===== config.mk =====
export PLATFORM = sky130hd
export DESIGN_NAME = uart_tx_arbiter_flat
export DESIGN_NICKNAME = d
export VERILOG_FILES = /design/src/rtl/uart_pkg.sv /design/src/rtl/uart_tx_arbiter_if.sv /design/src/rtl/uart_rr_pick.sv /design/src/rtl/uart_tx_arbiter.sv /design/src/flat_wrapper.sv
export SDC_FILE = /design/constraint.sdc
export NUM_CORES = 1
export LEC_CHECK = 0
export ABC_AREA = 1
export CORE_UTILIZATION = 25
export DETAILED_ROUTE_END_ITERATION = 7
export GPL_ROUTABILITY_DRIVEN = 0
export HOLD_SLACK_MARGIN = 0.12
export PLACE_DENSITY = 0.51
export SETUP_SLACK_MARGIN = 0.05
export SLEW_MARGIN = 20
export SYNTH_ARGS = -nofsm -noshare
export SYNTH_HDL_FRONTEND = slang
export SYNTH_SLANG_ARGS = --single-unit

===== constraint.sdc =====
create_clock -name clk -period 2.25 [get_ports clk]
set_clock_uncertainty 0.2 [all_clocks]
set_input_delay 0.5625 -clock clk [delete_from_list [all_inputs] [get_ports clk]]
set_output_delay 0.5625 -clock clk [all_outputs]
set_load 0.005 [all_outputs]

===== src/rtl/uart_pkg.sv =====
// Shared types and defaults for the UART transmit-side arbiters.
// Holds the arbiter state enum, byte width and watchdog default.
package uart_pkg;

    typedef enum logic {
        IDLE      = 1'b0,
        WAIT_DONE = 1'b1
    } arb_state_t;

    localparam int UART_DATA_W         = 8;
    localparam int UART_TIMEOUT_CYCLES = 200000;

endpackage


===== src/rtl/uart_tx_arbiter_if.sv =====
// Producer-side byte handshakes plus transmitter start/done pair.
// master = arbiter side, slave = producers/transmitter/observer side.
interface uart_tx_arbiter_if #(
    parameter int NUM_REQ = 4,
    parameter int DATA_W  = uart_pkg::UART_DATA_W
);
    localparam int IDX_W = $clog2(NUM_REQ);

    logic [NUM_REQ-1:0]        req_valid;
    logic [NUM_REQ*DATA_W-1:0] req_data;
    logic [NUM_REQ-1:0]        req_ready;
    logic                      tx_start;
    logic [DATA_W-1:0]         tx_data;
    logic                      tx_done;
    logic [IDX_W-1:0]          grant_id;
    logic                      busy;
    logic                      timeout_err;

    modport master (
        input  req_valid, req_data, tx_done,
        output req_ready, tx_start, tx_data, grant_id, busy, timeout_err
    );

    modport slave (
        output req_valid, req_data, tx_done,
        input  req_ready, tx_start, tx_data, grant_id, busy, timeout_err
    );
endinterface


===== src/rtl/uart_rr_pick.sv =====
// Rotating-priority picker: first set request at or after i_ptr, wrapping.
// Purely combinational, no backpressure; reusable by any shared-resource arbiter.
module uart_rr_pick #(
    parameter  int NUM_REQ = 4,
    localparam int IDX_W   = $clog2(NUM_REQ)
) (
    input  logic [NUM_REQ-1:0] i_req,
    input  logic [IDX_W-1:0]   i_ptr,
    output logic               o_any_valid,
    output logic [IDX_W-1:0]   o_winner
);

    // Scan from lowest priority to highest so the last hit is the winner.
    always_comb begin
        int idx;
        idx         = 0;
        o_any_valid = 1'b0;
        o_winner    = '0;
        for (int k = NUM_REQ - 1; k >= 0; k--) begin
            idx = int'(i_ptr) + k;
            if (idx >= NUM_REQ) begin
                idx = idx - NUM_REQ;
            end
            if (i_req[idx]) begin
                o_any_valid = 1'b1;
                o_winner    = IDX_W'(idx);
            end
        end
    end

endmodule


===== src/rtl/uart_tx_arbiter.sv =====
// Round-robin share of one UART transmitter; grant 1 cycle after valid, holds until tx_done.
// Backpressure: req_ready pulses once per accepted byte; UART_ARB_TIMEOUT_EN adds a tx_done watchdog.
module uart_tx_arbiter
    import uart_pkg::*;
#(
    parameter int NUM_REQ        = 4,
    parameter int DATA_W         = UART_DATA_W,
    parameter int TIMEOUT_CYCLES = UART_TIMEOUT_CYCLES
) (
    input  logic              clk,
    input  logic              reset,
    uart_tx_arbiter_if.master bus
);

    localparam int IDX_W = $clog2(NUM_REQ);

    arb_state_t          r_state;
    logic [IDX_W-1:0]    r_rr_ptr;
    logic [NUM_REQ-1:0]  r_req_ready;
    logic                r_tx_start;
    logic [DATA_W-1:0]   r_tx_data;
    logic [IDX_W-1:0]    r_grant_id;

    logic                w_any_valid;
    logic [IDX_W-1:0]    w_winner;
    logic [IDX_W-1:0]    w_next_ptr;
    logic                w_done;

    uart_rr_pick #(.NUM_REQ(NUM_REQ)) u_pick (
        .i_req       (bus.req_valid),
        .i_ptr       (r_rr_ptr),
        .o_any_valid (w_any_valid),
        .o_winner    (w_winner)
    );

    assign w_next_ptr = (r_grant_id == IDX_W'(NUM_REQ - 1)) ? '0 : r_grant_id + IDX_W'(1);
    // r_tx_start marks the first WAIT_DONE cycle, where a done pulse is stale.
    assign w_done     = (r_state == WAIT_DONE) && !r_tx_start && bus.tx_done;

`ifdef UART_ARB_TIMEOUT_EN
    localparam int CNT_W = $clog2(TIMEOUT_CYCLES + 1);
    logic [CNT_W-1:0] r_cnt;
    logic             r_timeout_err;
    logic             w_expire;

    assign w_expire        = (r_state == WAIT_DONE) && (r_cnt == CNT_W'(TIMEOUT_CYCLES - 1));
    assign bus.timeout_err = r_timeout_err;
`else
    assign bus.timeout_err = 1'b0;
`endif

    always_ff @(posedge clk or negedge reset) begin
        if (!reset) begin
            r_state       <= IDLE;
            r_rr_ptr      <= '0;
            r_req_ready   <= '0;
            r_tx_start    <= 1'b0;
            r_tx_data     <= '0;
            r_grant_id    <= '0;
`ifdef UART_ARB_TIMEOUT_EN
            r_cnt         <= '0;
            r_timeout_err <= 1'b0;
`endif
        end else begin
            r_req_ready <= '0;
            r_tx_start  <= 1'b0;
`ifdef UART_ARB_TIMEOUT_EN
            r_timeout_err <= 1'b0;
`endif
            case (r_state)
                IDLE: begin
                    if (w_any_valid) begin
                        r_tx_data   <= bus.req_data[w_winner*DATA_W +: DATA_W];
                        r_grant_id  <= w_winner;
                        r_req_ready <= NUM_REQ'(1) << w_winner;
                        r_tx_start  <= 1'b1;
                        r_state     <= WAIT_DONE;
`ifdef UART_ARB_TIMEOUT_EN
                        r_cnt       <= '0;
`endif
                    end
                end
                WAIT_DONE: begin
                    if (w_done) begin
                        r_state  <= IDLE;
                        r_rr_ptr <= w_next_ptr;
                    end
`ifdef UART_ARB_TIMEOUT_EN
                    else if (w_expire) begin
                        r_timeout_err <= 1'b1;
                        r_state       <= IDLE;
                        r_rr_ptr      <= w_next_ptr;
                    end else begin
                        r_cnt <= r_cnt + CNT_W'(1);
                    end
`endif
                end
                default: r_state <= IDLE;
            endcase
        end
    end

    assign bus.req_ready = r_req_ready;
    assign bus.tx_start  = r_tx_start;
    assign bus.tx_data   = r_tx_data;
    assign bus.grant_id  = r_grant_id;
    assign bus.busy      = (r_state != IDLE);

endmodule

===== src/flat_wrapper.sv =====
// flat-port wrapper written by rule: the top's interface ports become plain ports
module uart_tx_arbiter_flat import uart_pkg::*;
#(
    parameter int NUM_REQ        = 4,
    parameter int DATA_W         = UART_DATA_W,
    parameter int TIMEOUT_CYCLES = UART_TIMEOUT_CYCLES
)
  (clk, reset, bus_req_valid, bus_req_data, bus_tx_done, bus_req_ready, bus_tx_start, bus_tx_data, bus_grant_id, bus_busy, bus_timeout_err);
  uart_tx_arbiter_if #(.NUM_REQ(NUM_REQ), .DATA_W(DATA_W)) bus_i ();
  input  logic clk;
  input  logic reset;
  input wire logic [$bits(bus_i.req_valid)-1:0] bus_req_valid;
  input wire logic [$bits(bus_i.req_data)-1:0] bus_req_data;
  input wire logic [$bits(bus_i.tx_done)-1:0] bus_tx_done;
  output wire logic [$bits(bus_i.req_ready)-1:0] bus_req_ready;
  output wire logic [$bits(bus_i.tx_start)-1:0] bus_tx_start;
  output wire logic [$bits(bus_i.tx_data)-1:0] bus_tx_data;
  output wire logic [$bits(bus_i.grant_id)-1:0] bus_grant_id;
  output wire logic [$bits(bus_i.busy)-1:0] bus_busy;
  output wire logic [$bits(bus_i.timeout_err)-1:0] bus_timeout_err;
  assign bus_i.req_valid = bus_req_valid;
  assign bus_i.req_data = bus_req_data;
  assign bus_i.tx_done = bus_tx_done;
  assign bus_req_ready = bus_i.req_ready;
  assign bus_tx_start = bus_i.tx_start;
  assign bus_tx_data = bus_i.tx_data;
  assign bus_grant_id = bus_i.grant_id;
  assign bus_busy = bus_i.busy;
  assign bus_timeout_err = bus_i.timeout_err;
  uart_tx_arbiter #(.NUM_REQ(NUM_REQ), .DATA_W(DATA_W), .TIMEOUT_CYCLES(TIMEOUT_CYCLES)) u_core (.clk(clk), .reset(reset), .bus(bus_i));
endmodule

# Yosys cells after proc, flatten, opt, wreduce, memory -nomap -nowiden
# Cells that the tools add are included.
# word_totals
mem_count	0
register_bits	18
ram_bits	0
output_inout_bits	17
inputBits	39
word_cells	62
latch_bits	0
mem_bits_ro	0
# op_classes
n_lt_le_gt_ge	8
bitwise	1
shift	2
div	0
n_reduce_logical	5
eq_ne	1
muxes	31
n_mul	0
addsub	8
# ops
cell	count
$lt A32 B4 Y1 const B	4
$mux W32	4
$ge A32 B4 Y1 const B	1
$shiftx A32 B6 Y8	1
$sub A32 B4 Y32 const B	1
$mux W1	15
$mux W2	5
$bmux W1 S2	4
$mux W4	2
$sub A3 B3 Y4 const B	2
$add A2 B2 Y3 const B	2
$ge A3 B3 Y1 const B	2
$reduce_and A2 Y1	2
$shl A1 B2 Y4 const A	1
$sub A2 B3 Y4 const B	1
$add A2 B1 Y3 const B	1
$ge A2 B3 Y1 const B	1
$add A2 B1 Y2 const B	1
$eq A2 B2 Y1 const B	1
$logic_and A1 B1 Y1	2
$pmux W1 S2	1
$logic_not A1 Y1	1
$not A1 Y1	1

# Longest topological paths before layout
# Gate-level depths: netlist (run 1).
# logic_depth
depth_word	13
ltp_mapped	16
mapped_depth_nobuf	15

# Hierarchy
# Synthesis (run 1) repeated with hierarchy kept, for this count alone.
# unflattened
cells_unflattened	212
hier_area_um2	1363.8
# modules_own_cells
module	seq_area_each_um2	cells_each	n_inst	area_per_inst_um2
uart_tx_arbiter	450.4	166	1	1151.1
uart_rr_pick	0.0	46	1	212.7

# Least setup slack after synthesis (run 1)
# OpenSTA, ideal clock, no wires.
# synth_timing
path_kind	input-to-reg
start	input port bus_req_valid[3]
end	register u_core.r_tx_data[5] (netlist: u_core.bus.tx_data[5])
path_buffers	1
cell_stages	15
setup_time_ns	0.116
required_ns	1.934
path_slack_ns	0.354
t_arrival_ns	1.580
cell_sequence	inv_1 > nand2_1 > nand2_1 > inv_1 > nand2_1 > nand2_1 > inv_2 > nand2_2 > nand2_4 > clkbuf_8 > nand3_1 > nand3_1 > nand2_1 > nand2_1 > nand2_1
# synth_between
elab_chain_cells	8
word_cells_on_any_way	22
classes_between	shift (1); mux (20); reduce/logical (1)
# synth_lines
item	line_no	source
start, declared	flat_wrapper.sv:12	input wire logic [$bits(bus_i.req_valid)-1:0] bus_req_valid;
$bmux W1 S2	uart_rr_pick.sv:24	if (i_req[idx]) begin
$mux W1 (implied by the code) (2 in a row)	uart_rr_pick.sv:24	
$mux W2 / $mux W1 (equally long branches) (4 in a row)	uart_rr_pick.sv:24	
$shiftx A32 B6 Y8 / $reduce_and A2 Y1 (equally long branches)	n/a	
end signal, assigned	uart_tx_arbiter.sv:73	r_tx_data <= bus.req_data[w_winner*DATA_W +: DATA_W];
end, declared	uart_tx_arbiter.sv:21	logic [DATA_W-1:0] r_tx_data;
# Parallel ways exist; a longest one is shown, timed or not. The select of a mux whose other input is x is not followed.
# A chain may end at the register's enable or synchronous reset.

# Final worst setup path (run 1)
# layout_timing
start	input port bus_req_valid[3]
end	register u_core.r_tx_data[6] (netlist: u_core.bus.tx_data[6])
# The elaborated chain is that of the path after synthesis.

==> flow_metrics.tcl, run 1 <==
set metrics [dict create \
    status "finished clean" \
    drtPass1Iterations 4 \
    ys_seq_area_share_pct 32.2 \
    grt_first_pass_wirelength_um 6330 \
    fin_setup_tns_ns 0 \
    clockRootBuffer "clkbuf_8" \
    crit_type "in2reg" \
    die_w_um 76.8 \
    combPwrFrac_pct 74.6 \
    path_clk_slew_ns 0.07 \
    min_path_cells 2 \
    switching_share_pct 45.4 \
    finalSetupViolCount 0 \
    cts_made_buffers 3 \
    yosysUniqueCellTypes 28 \
    rsz0062_at_grt "no" \
    r2r_cells 12 \
    final_core_util_pct 43.1 \
    p_sw_mw 1.51 \
    fin_crit_sh_pct 91.1 \
    via_per_inst 4.09 \
    port_buffers 54 \
    drive_above_1_share_pct 18.9 \
    initial_core_util_pct 26.7 \
    maxCapViolations 0 \
    yosysWarnings 0 \
    peakVddDrop_mv 0.438 \
    die_h_um 76.8 \
    drt-initial-drc-count 31 \
    end_kind "flop" \
    cts_buffer_depth 2 \
    synth_fp_nets 250 \
    ant_nets 0 \
    io-pin-count 56 \
    drcViolationCount 0 \
    core_um2 5240 \
    required_ns 2.25 \
    wl_per_cell_um 10.3 \
    p_clk_share_pct 7.8 \
    whs_endpoint "u_core.bus.tx_data[5]" \
    critPathMaxStageDelay_ns 0.21 \
    dp_hpwl_um 2730 \
    fillers 574 \
    cts_max_level 1 \
    clk_latency_ns 0.25 \
    worst-r2r-setup-slack_ns 0.21 \
    cts_tree "yes" \
    synthCells 210 \
    use_met2_pct 22.5 \
    crit_top_cell "nand2_1" \
    grt-busiest-layer "met2" \
    final_nets 322 \
    report.final.slew_viol_count 0 \
    worstPathArrival_ns 2.05 \
    cts_sinks 18 \
    hold_path.startpoint "u_core.bus.tx_data[5]" \
    powerDensity_nw_per_um2 1480 \
    p_leak_nw 1.22 \
    syn_area_um2 1400 \
    startpoint_type "primary input" \
    hold_viol_final 0 \
    use_met1_pct 16.3 \
    grt_max_degree 19 \
    area_growth_pct 61.2 \
    grt_usage_pct 13.1 \
    p_int_mw 1.82 \
    stdcell_count 351 \
    ys_ff_latch 18 \
    layout_common_cells "66 x nand2_1, 50 x clkdlybuf4s50_1, 43 x inv_1, 34 x nand3_1, 17 x dfrtp_1" \
    slowest_stage "dlygate4sd2_1" \
    die_area_um2 5900 \
    placed_cells 339 \
    crit_fanout 8 \
    postSynthAreaPerCell_um2 6.67 \
    grt_pass1_vias 1414 \
    antenna_cells 0 \
    path_cells "dlygate4sd2_1, inv_2, o21ai_4, buf_6, nor2_2, nor2_2, nand3_4, buf_12, nand3_1, nand3_1, nand2_1, nand2_1, nand2_1" \
    seqPwrFrac_pct 17.6 \
    routed_wirelength_um 3610 \
    mostFrequentLayoutCell "nand2_1" \
    grt-ovfl-total 0 \
    hold_path.class "reg2reg" \
    rr_endpoint "u_core.bus.tx_data[6]" \
    num_rows 26 \
    antenna_found_initial 0 \
    max_freq_mhz 488 \
    grt_util_met3_pct 2.50 \
    fin_crit_ns 2.05 \
    dr_total_vias 1435 \
    r2r_start "u_core.r_rr_ptr[0]" \
]
layout make-up:
type	instances	area, µm²	share of cell area, %
Sequential cell	18	452	20.0
Multi-Input combinational cell	140	747	33.1
Clock buffer	4	55.1	2.44
Timing Repair Buffer	74	747	33.1
Tap cell	70	87.6	3.88
Inverter	45	169	7.48
Yosys cell counts (all sizes together):
library cell,count,share of area (%)
a21boi,1,0.80
and2,1,0.45
buf,7,5.3
clkbuf,1,0.98
conb,1,0.27
dfrtp,18,32
ha,1,0.89
inv,45,12
nand2,83,27
nand3,36,14
nor2,7,2.1
nor3,1,0.36
nor4,1,0.45
o21ai,5,2.3
o31ai,1,0.54
xnor2,1,0.63
cell families after synthesis:
| group | Yosys count | share of synthesized area (%) |
|---|---|---|
| buffers and inverters | 53 | 18.3 |
| AOI/OAI and AO/OA | 7 | 3.66 |
| and+or+nand+nor | 129 | 44.1 |
| xor gates and xnor gates | 1 | 0.626 |
| adders and majority gates | 1 | 0.894 |
| other | 1 | 0.268 |
| DFF | 18 | 32.2 |
worst max-delay path by stage:
| stage | from | endpoint | slack [ns] | cells past startpoint |
|---|---|---|---|---|
| floorplan | bus_req_valid[3] | u_core.bus.tx_data[5] | 0.35 | 15 |
| finish | bus_req_valid[3] | u_core.bus.tx_data[6] | 0.20 | 13 |
| detailed placement | bus_req_valid[3] | u_core.bus.tx_data[7] | -0.30 | 10 |
| CTS | u_core.r_rr_ptr[0] | u_core.bus.tx_data[7] | 0.16 | 12 |
| global route | u_core.r_rr_ptr[0] | u_core.bus.tx_data[4] | 0.05 | 12 |
| global placement | bus_req_valid[3] | u_core.bus.tx_data[7] | -0.28 | 10 |
layer usage:
metal	part of all wire, %	vias up
met5	0	-
met4	1.4	0
met3	6.5	5
met2	47	48
met1	45	613
li1	-	769
registers in the layout (all words and copies together), names as in the netlist:
register / flops
u_core.bus.busy: 1
u_core.bus.tx_data: 8
u_core.r_rr_ptr: 2
u_core.bus.grant_id: 2
u_core.bus.tx_start: 1
u_core.bus.req_ready: 4
critical path, delay by kind of cell:
family,cells,cell delay [ns]
and+or+nand+nor,8,0.70
buffers and inverters,4,0.59
AOI/OAI and AO/OA,1,0.17
power groups by stage:
stage	Sequential (mW)	Combinational [mW]	Clock, mW
finish	0.588	2.49	0.261
global route	0.610	2.79	0.277
CTS	0.624	2.43	0.270
detailed placement	0.621	2.17	0
global placement	0.617	2.18	0
floorplan	0.585	1.50	0
through the flow:
step | instance area (µm²) | setup WS (ns) | power, mW | hold slack (ns)
after CTS | 2220 | 0.159 | 3.33 | 0.288
after global routing | 2260 | 0.0546 | 3.68 | 0.307
final | 2260 | 0.201 | 3.34 | 0.284
after floorplan | 1400 | 0.354 | 2.09 | 0.0669
after global placement | 2080 | -0.275 | 2.79 | 0.266
after detailed placement | 2080 | -0.300 | 2.80 | 0.272
repair_timing:
| item | CTS | global route |
|---|---|---|
| cloned | 2 | 0 |
| endpoints found under the setup margin | 10 | 8 |
| hold buffers | 0 | 0 |
| resized for setup | 15 | 2 |
| setup buffers | 1 | 5 |
| pin swaps | 10 | 1 |
| hold endpoints to repair | 0 | 0 |
(Power assumes the default switching activity.)
==> run 2: changes to the inputs <==
- GPL_ROUTABILITY_DRIVEN: 0 -> unset
- GPL_TIMING_DRIVEN: unset -> 0
- SKIP_CTS_REPAIR_TIMING: unset -> 1
==> flow_metrics.tcl, run 2 (synthesis gave the netlist of run 1 again) <==
set metrics [dict create \
    end_kind "flop" \
    max_slew_margin_pct 45.7 \
    area_growth_pct 61.8 \
    rsz0062_at_grt "no" \
    hold_path.class "reg2reg" \
    drcViolationCount 0 \
    final_core_util_pct 43.2 \
    port_buffers 54 \
    fin_ws_ns 0.197 \
    crit_type "reg2reg" \
    antenna_cells 0 \
    use_met2_pct 20.7 \
    num_rows 26 \
    switching_share_pct 45.2 \
    grt_util_met3_pct 2.62 \
    mostFrequentLayoutCell "nand2_1" \
    final_area_um2 2260 \
    cts_made_buffers 3 \
    place.gp.congestion 0.763 \
    grt-ovfl-total 0 \
    antenna_found_initial 0 \
    clockRootBuffer "clkbuf_8" \
    die_w_um 76.8 \
    p_sw_mw 1.57 \
    peakVddDrop_mv 0.578 \
    cts_sinks 18 \
    cts_buffer_depth 2 \
    initial_core_util_pct 26.7 \
    grt_first_pass_wirelength_um 6340 \
    core_um2 5240 \
    drtPass1Iterations 4 \
    finalSetupViolCount 0 \
    io-pin-count 56 \
    via_per_inst 4.05 \
    dr_total_vias 1413 \
    crit_fanout 10 \
    path_clk_slew_ns 0.06 \
    routed_wirelength_um 3780 \
    cts_tree "yes" \
    worstMarginPinSlew_ns 0.811 \
    required_ns 2.22 \
    grt_max_degree 19 \
    grt_usage_pct 13.1 \
    dp_hpwl_um 2760 \
    cts_max_level 1 \
    layout_common_cells "62 x nand2_1, 50 x clkdlybuf4s50_1, 42 x inv_1, 33 x nand3_1, 18 x nand2_2" \
    fin_crit_ns 2.05 \
    use_met1_pct 17.9 \
    report.final.slew_viol_count 0 \
    fin_setup_tns_ns 0 \
    maxCapViolations 0 \
    die_h_um 76.8 \
    drt-initial-drc-count 35 \
    whs_ns 0.279 \
    p_leak_nw 1.23 \
    combPwrFrac_pct 76.8 \
    powerDensity_nw_per_um2 1530 \
    wl_per_cell_um 10.8 \
    hold_viol_final 0 \
    fin_crit_sh_pct 91.2 \
    largest_register_ffs 8 \
    stdcell_count 349 \
    clk_latency_ns 0.25 \
    seqPwrFrac_pct 16.9 \
    max_freq_mhz 487 \
    place_area_um2 2030 \
    power.total_mw 3.47 \
    status "finished clean" \
    ant_nets 0 \
    drive_above_1_share_pct 20.4 \
    p_int_mw 1.90 \
    die_area_um2 5900 \
    placed_cells 334 \
    grt_pass1_vias 1361 \
    place_ws_ns -0.383 \
    worstPathArrival_ns 2.02 \
    p_clk_share_pct 6.3 \
    final_nets 321 \
    startpoint_type "flop" \
    grt-busiest-layer "met2" \
]
-- run 2: final timing paths --
| check | from | end | slack, ns | depth (start not counted) |
|---|---|---|---|---|
| max | u_core.r_rr_ptr[0] | u_core.bus.req_ready[0] | 0.20 | 10 |
| min | u_core.bus.tx_data[2] | u_core.bus.tx_data[2] | 0.28 | 2 |
| max reg2reg | u_core.r_rr_ptr[0] | u_core.bus.req_ready[0] | 0.20 | 10 |
| min reg2reg | u_core.bus.tx_data[2] | u_core.bus.tx_data[2] | 0.28 | 2 |
| max in group asynchronous | reset | u_core.r_rr_ptr[0] | 0.71 | 1 |
| min in group asynchronous | reset | u_core.bus.grant_id[0] | 0.58 | 1 |
-- run 2: power groups by stage --
stage | registers (mW) | clock network, mW | logic (mW)
2_1_floorplan | 0.585 | 0 | 1.50
3_3_place_gp | 0.593 | 0 | 2.19
3_5_place_dp | 0.593 | 0 | 2.18
4_1_cts | 0.589 | 0.223 | 2.19
5_1_grt | 0.616 | 0.235 | 2.95
6_report | 0.587 | 0.218 | 2.66
-- run 2: worst max-delay path: stages, from the launching register on --
cell and delay [ns]:
dfrtp_2 0.43, buf_6 0.17, o21ai_2 0.21, nand2_2 0.09
nand3_2 0.13, nand2_4 0.08, nand2_8 0.12, nand2_8 0.08
clkbuf_16 0.16, buf_4 0.13, nor3_1 0.16
-- run 2: routing by layer --
| metal | vias to the layer above | part of all wire [%] |
|---|---|---|
| li1 | 767 | - |
| met1 | 587 | 47 |
| met2 | 51 | 45 |
| met3 | 8 | 6.6 |
| met4 | 0 | 1.5 |
| met5 | - | 0 |
-- run 2: final cells by class --
| type | count | area, µm² |
|---|---|---|
| fill | 555 | 2970 |
| timing repair buffer | 65 | 668 |
| sequential | 18 | 452 |
| tap | 70 | 87.6 |
| clock buffer | 3 | 41.3 |
| inverter | 45 | 169 |
| buffer | 8 | 95.1 |
| multi-input combinational | 140 | 752 |
